$ cat config.mk
export PLATFORM = sky130hd
export DESIGN_NAME = alu_seq
export DESIGN_NICKNAME = d
export VERILOG_FILES = /design/src/rtl/alu_pkg.sv /design/src/rtl/alu_seq_mul.sv /design/src/rtl/alu_seq.sv
export SDC_FILE = /design/constraint.sdc
export NUM_CORES = 1
export LEC_CHECK = 0
export BUFFER_PORTS_ARGS = -buffer_cell sky130_fd_sc_hd__buf_4
export CORE_ASPECT_RATIO = 1.25
export CORE_MARGIN = 2
export CORE_UTILIZATION = 60
export CTS_BUF_LIST = sky130_fd_sc_hd__clkbuf_8
export CTS_CLUSTER_DIAMETER = 30
export CTS_CLUSTER_SIZE = 12
export DETAILED_ROUTE_END_ITERATION = 10
export GPL_ROUTABILITY_DRIVEN = 0
export PLACE_DENSITY = 0.87
export SYNTH_ARGS = -nofsm -noshare
export SYNTH_HDL_FRONTEND = slang
export SYNTH_SLANG_ARGS = --single-unit
$ cat constraint.sdc
create_clock -name clk -period 3.4 [get_ports clk]
set_input_delay 0.68 -clock clk [delete_from_list [all_inputs] [get_ports clk]]
set_output_delay 0.68 -clock clk [all_outputs]
set_load 0.005 [all_outputs]
$ cat src/rtl/alu_pkg.sv
// Shared encodings for the sequential ALU: operation codes, FSM states and
// width-independent constants.
package alu_pkg;

  localparam int OP_W = 3;

  typedef enum logic [OP_W-1:0] {
    OP_AND = 3'b000,
    OP_OR  = 3'b001,
    OP_ADD = 3'b010,
    OP_MUL = 3'b011,
    OP_NOR = 3'b100,
    OP_RSV = 3'b101,
    OP_SUB = 3'b110,
    OP_SLT = 3'b111
  } op_e;

  typedef enum logic [1:0] {
    ST_IDLE = 2'd0,
    ST_MUL  = 2'd1,
    ST_DONE = 2'd2
  } state_e;

endpackage

$ cat src/rtl/alu_seq_mul.sv
// Iterative unsigned shift-add multiplier, one partial product per cycle.
// Only present when ALU_SEQ_MUL_EN is defined.
`ifdef ALU_SEQ_MUL_EN
module alu_seq_mul #(
  parameter int WIDTH = 16
) (
  input  logic               clk,
  input  logic               rst_n,
  input  logic               start,
  input  logic [WIDTH-1:0]   a,
  input  logic [WIDTH-1:0]   b,
  output logic               done,
  output logic [2*WIDTH-1:0] product
);

  localparam int CW = $clog2(WIDTH);

  logic             busy;
  logic [CW-1:0]    cnt;
  logic [WIDTH-1:0] mcand;
  logic [2*WIDTH-1:0] acc;
  logic [WIDTH:0]   sum;

  // acc = {partial high word, unconsumed multiplier bits}; shifts right each step
  assign sum     = {1'b0, acc[2*WIDTH-1:WIDTH]} + (acc[0] ? {1'b0, mcand} : '0);
  assign product = {sum, acc[WIDTH-1:1]};
  // product is the post-step value, so it is complete in the same cycle done is high
  assign done    = busy && (cnt == CW'(WIDTH-1));

  always_ff @(posedge clk or negedge rst_n) begin
    if (!rst_n) begin
      busy  <= 1'b0;
      cnt   <= '0;
      mcand <= '0;
      acc   <= '0;
    end else if (start) begin
      busy  <= 1'b1;
      cnt   <= '0;
      mcand <= a;
      acc   <= {{WIDTH{1'b0}}, b};
    end else if (busy) begin
      acc <= product;
      cnt <= cnt + 1'b1;
      if (done) busy <= 1'b0;
    end
  end

endmodule
`endif

$ cat src/rtl/alu_seq.sv
// Sequential ALU with valid/ready handshake; single-cycle logic/arith ops and
// an optional iterative MUL enabled by the ALU_SEQ_MUL_EN macro.
module alu_seq
  import alu_pkg::*;
#(
  parameter int WIDTH = 16
) (
  input  logic             clk,
  input  logic             rst_n,
  input  logic             in_valid,
  output logic             in_ready,
  input  logic [WIDTH-1:0] a,
  input  logic [WIDTH-1:0] b,
  input  logic [2:0]       op,
  output logic             out_valid,
  input  logic             out_ready,
  output logic [WIDTH-1:0] result,
  output logic [WIDTH-1:0] result_hi,
  output logic             zero,
  output logic             carry,
  output logic             overflow
);

  state_e state, state_nxt;
  logic   accept;

  logic [WIDTH:0]   add_s, sub_s;
  logic             add_v, sub_v;
  logic [WIDTH-1:0] res_c;
  logic             carry_c, ovf_c, rsv_c, zero_c;

  assign accept = in_valid && in_ready;

`ifdef ALU_SEQ_MUL_EN
  logic               is_mul, mul_done;
  logic [2*WIDTH-1:0] mul_prod;

  assign is_mul = (op == OP_MUL);

  alu_seq_mul #(.WIDTH(WIDTH)) u_mul (
    .clk     (clk),
    .rst_n   (rst_n),
    .start   (accept && is_mul),
    .a       (a),
    .b       (b),
    .done    (mul_done),
    .product (mul_prod)
  );
`endif

  assign add_s = {1'b0, a} + {1'b0, b};
  assign sub_s = {1'b0, a} + {1'b0, ~b} + {{WIDTH{1'b0}}, 1'b1};
  assign add_v = (a[WIDTH-1] == b[WIDTH-1]) && (add_s[WIDTH-1] != a[WIDTH-1]);
  assign sub_v = (a[WIDTH-1] != b[WIDTH-1]) && (sub_s[WIDTH-1] != a[WIDTH-1]);

  // Evaluated on the live inputs; captured only on the acceptance edge.
  always_comb begin
    res_c   = '0;
    carry_c = 1'b0;
    ovf_c   = 1'b0;
    rsv_c   = 1'b0;
    case (op)
      OP_AND: res_c = a & b;
      OP_OR:  res_c = a | b;
      OP_NOR: res_c = ~(a | b);
      OP_ADD: begin
        res_c   = add_s[WIDTH-1:0];
        carry_c = add_s[WIDTH];
        ovf_c   = add_v;
      end
      OP_SUB: begin
        res_c   = sub_s[WIDTH-1:0];
        carry_c = sub_s[WIDTH];
        ovf_c   = sub_v;
      end
      OP_SLT: res_c = {{(WIDTH-1){1'b0}}, sub_s[WIDTH-1] ^ sub_v};
      default: rsv_c = 1'b1;
    endcase
  end

  // Reserved op reports all-zero status, including zero.
  assign zero_c = (res_c == '0) && !rsv_c;

  always_ff @(posedge clk or negedge rst_n) begin
    if (!rst_n) state <= ST_IDLE;
    else        state <= state_nxt;
  end

  always_comb begin
    state_nxt = state;
    case (state)
      ST_IDLE: begin
        if (accept) begin
`ifdef ALU_SEQ_MUL_EN
          state_nxt = is_mul ? ST_MUL : ST_DONE;
`else
          state_nxt = ST_DONE;
`endif
        end
      end
`ifdef ALU_SEQ_MUL_EN
      ST_MUL:  if (mul_done) state_nxt = ST_DONE;
`endif
      ST_DONE: if (out_ready) state_nxt = ST_IDLE;
      default: state_nxt = ST_IDLE;
    endcase
  end

  always_comb begin
    in_ready  = (state == ST_IDLE);
    out_valid = (state == ST_DONE);
  end

  always_ff @(posedge clk or negedge rst_n) begin
    if (!rst_n) begin
      result    <= '0;
      result_hi <= '0;
      zero      <= 1'b0;
      carry     <= 1'b0;
      overflow  <= 1'b0;
`ifdef ALU_SEQ_MUL_EN
    end else if (accept && !is_mul) begin
`else
    end else if (accept) begin
`endif
      result    <= res_c;
      result_hi <= '0;
      zero      <= zero_c;
      carry     <= carry_c;
      overflow  <= ovf_c;
`ifdef ALU_SEQ_MUL_EN
    end else if (state == ST_MUL && mul_done) begin
      result    <= mul_prod[WIDTH-1:0];
      result_hi <= mul_prod[2*WIDTH-1:WIDTH];
      zero      <= (mul_prod[WIDTH-1:0] == '0);
      carry     <= 1'b0;
      overflow  <= 1'b0;
`endif
    end
  end

endmodule

==> qor.yml <==
cells_and_area:
  drive_gt1_share_pct: 30.29
  multi_input_area_mm2: 0.002713
  fin_nets: 675
  finalInstanceArea_mm2: 0.004581
  filler_cell_count: 317
  synthToLayoutAreaGrowth_pct: 32.21
  diodes: 0
  final_cells: 645
  regArea_um2: 500.5
floorplan:
  chipWidth_um: 71.97
  die_h_um: 88.96
  start_util_pct: 62.79
  core_mm2: 0.005518
  ios: 76
  die-area_mm2: 0.006402
  fp-row-count: 30
route:
  routed_wirelength_um: 12450
  first_pass_iters: 6
  vias_per_cell: 6.797
  num_vias: 4384
  post-route-drc-count: 0
  ant_nets: 0
  wl_per_cell_um: 19.30
  drt_iter0_markers: 731
sta:
  finalCritPeriodShare_pct: 122.3
  fin_ws_ns: -0.7568
  whs_ns: 0.2798
  rsz0062_at_grt: "yes"
  drv_slew: 0
  setup_violations: 3
  hold_viol_final: 0
  relSlewSlack_pct: 60.94
  finClkSkew_ns: 0.001804
  tns_ns: -1.418
  timing.final.crit_period_ns: 4.157
  max_freq_mhz: 240.6
  worstMarginPinSlew_ns: 0.5712
yosys:
  yosys.area_share.simple_pct: 18.56
  netlist_area_mm2: 0.003465
  ys_seq_elements: 20
  synth_common_cells: "ha_1 (51), nor2_1 (49), inv_1 (48)"
  yosys.area.top_type: "ha_1"
  yosysMostFrequentCell: "ha_1"
  synth.top_cells.by_area: "ha_1 (18%), dfrtp_1 (14%), a21oi_1 (6.4%), nor2_1 (5.3%), inv_1 (5.2%)"
  ys_warn_count: 0
  avgSynthCellArea_um2: 7.435
  synthCells: 466
  synth_top_area_share_pct: 18.42
  synth-async-reset-ratio_pct: 100.0
  ys_seq_area_share_pct: 14.45
  synth_xor_area_share_pct: 1.517
  ys_types: 76
  synth_fa_ha_area_share_pct: 20.15
  synth_top_family_by_area: "compound AO/OA/AOI/OAI gates"
  synth_compound_area_share_pct: 30.55
  synth-main-ff-cell: "dfrtp_1"
  synth_edf_count: 0
  synth.area.mux_share_pct: 2.781
setup_path:
  worstSetupEndpointType: "flip-flop"
  worstSetupPathType: "primary input to flip-flop"
  crit_chain: "buf_4, inv_2, ha_4, o21ba_4, or4_4, nand2_4, a21oi_4, o31ai_4, a21oi_1, o21bai_1, fa_2, mux2i_1, nor2_1, a21oi_2, nor2_2, a211oi_2, nand3_2, o41ai_2"
  worstPathRequired_ns: 3.55
  worst-path-max-fanout: 2
  slowest_delay_ns: 0.48
  critPathSlowestCell: "fa_2"
  startpoint_type: "primary input"
  cp.arrival_ns: 4.30
placement:
  port_buffers: 59
  dp_cells: 638
  placed_area_mm2: 0.004418
  hpwl_um: 8728
global_routing:
  grt_max_degree: 23
  grt_pass1_wl_um: 19110
  gr-total-overflow: 0
  grt_pass1_vias: 4186
  antenna_found_initial: 0
  gr-usage-all-layers_pct: 37.38
power:
  powerDensity_mw_per_mm2: 299.6
  p_leak_nw: 2.280
  vdd_drop_max_v: 0.0001926
  power_w: 0.001373
cts:
  ctsHoldBuffers: 0
  clock_latency_ns: 0.27
  cts_num_sinks: 20
  root_buffer: "clkbuf_8"
  clock_path_buffers: 2
  numCtsBuffers: 3
  clk_transition_reported_paths_ns: 0.08
  cts_tree: "yes"
  cts.htree.levels: 1
status:
  status: "complete, but fails checks"
  failed_checks: "setup timing"
run:
  cap_violations: 0
min_path:
  hp-class: "primary input to asynchronous set/reset pin"
==> per-layer routing <==
layer	part of all wire (%)	GRT usage [%]	vias to the layer above	wire, um
met2	48	66.67	435	5945
met3	11	5.411	149	1426
met5	0	0	-	0
li1	-	-	1860	-
met4	8.4	24.36	0	1040
met1	32	41.46	1940	4038
==> area by class of cell <==
| class | count | area share (%) |
|---|---|---|
| sequential | 20 | 10.93 |
| clock inverter | 1 | 0.6556 |
| inverter | 51 | 4.261 |
| timing repair buffer | 135 | 22.29 |
| multi-input combinational | 371 | 59.22 |
| clock buffer | 3 | 0.9014 |
| tap | 64 | 1.748 |
==> cells in the final DEF, fill, tap and decap left out, types with 8 or more instances in the layout <==
master,n
nand2_1,34
conb_1,16
dfrtp_1,20
inv_1,44
nor3_1,9
a21oi_1,43
o221ai_1,8
o21ai_0,16
ha_1,49
o211ai_1,10
nor2_1,46
buf_4,134
nand3_1,9
==> worst paths after layout <==
path	from	endpoint	slack, ns	cells after the start
max	a[1]	zero	-0.76	18
min	rst_n	result[3]	0.28	1
max reg2reg	state[1]	zero	1.16	10
min reg2reg	result[4]	result[4]	0.50	2
max in group asynchronous	rst_n	result[0]	2.91	1
min in group clk	result[4]	result[4]	0.50	2
==> power breakdown <==
part	total (W)	internal, W	switching (W)	leakage, nW
Combinational	0.000796	0.000372	0.000425	2.00
Clock	0.000247	0.000157	0.0000895	0.0357
Sequential	0.000329	0.000293	0.0000358	0.246
Total	0.00137	0.000822	0.000550	2.28
==> state kept, by name, indices dropped and copies added (netlist names) <==
register,count
overflow,1
carry,1
zero,1
state,1
result,16
==> worst max-delay path, delay by kind of cell <==
family                   cells  cell delay, ns
AO/OA/AOI/OAI                8            1.58
AND/OR/NAND/NOR              5            0.89
adder cells (fa/ha/maj)      2            0.69
multiplexers                 1            0.25
buffers and inverters        2            0.20
==> stage by stage <==
stage          utilization (%)  worst slack [ns]
2_1_floorplan                -           -0.3505
5_1_grt                  83.02           -0.9086
4_1_cts                  82.11           -0.3601
6_report                 83.02           -0.7568
3_3_place_gp             80.07           -0.4786
3_5_place_dp             80.07           -0.6374
==> repair_timing <==
item / in CTS / in global routing
pin swaps: 2 / 14
endpoints found under the hold margin: 0 / 0
setup buffers: 2 / 1
setup endpoints to repair: 4 / 3
resized for setup: 7 / 9
==> cell families (layout without fill, tap and decap cells) <==
| family | count (synthesis) | in the layout |
|---|---|---|
| compound gates | 151 | 151 |
| xor+xnor | 6 | 6 |
| fa+ha+maj | 54 | 54 |
| buf+inv | 90 | 190 |
| flops | 20 | 20 |
| mux | 8 | 8 |
| other cells | 1 | 16 |
| simple gates | 136 | 136 |
(Power assumes the default switching activity.)
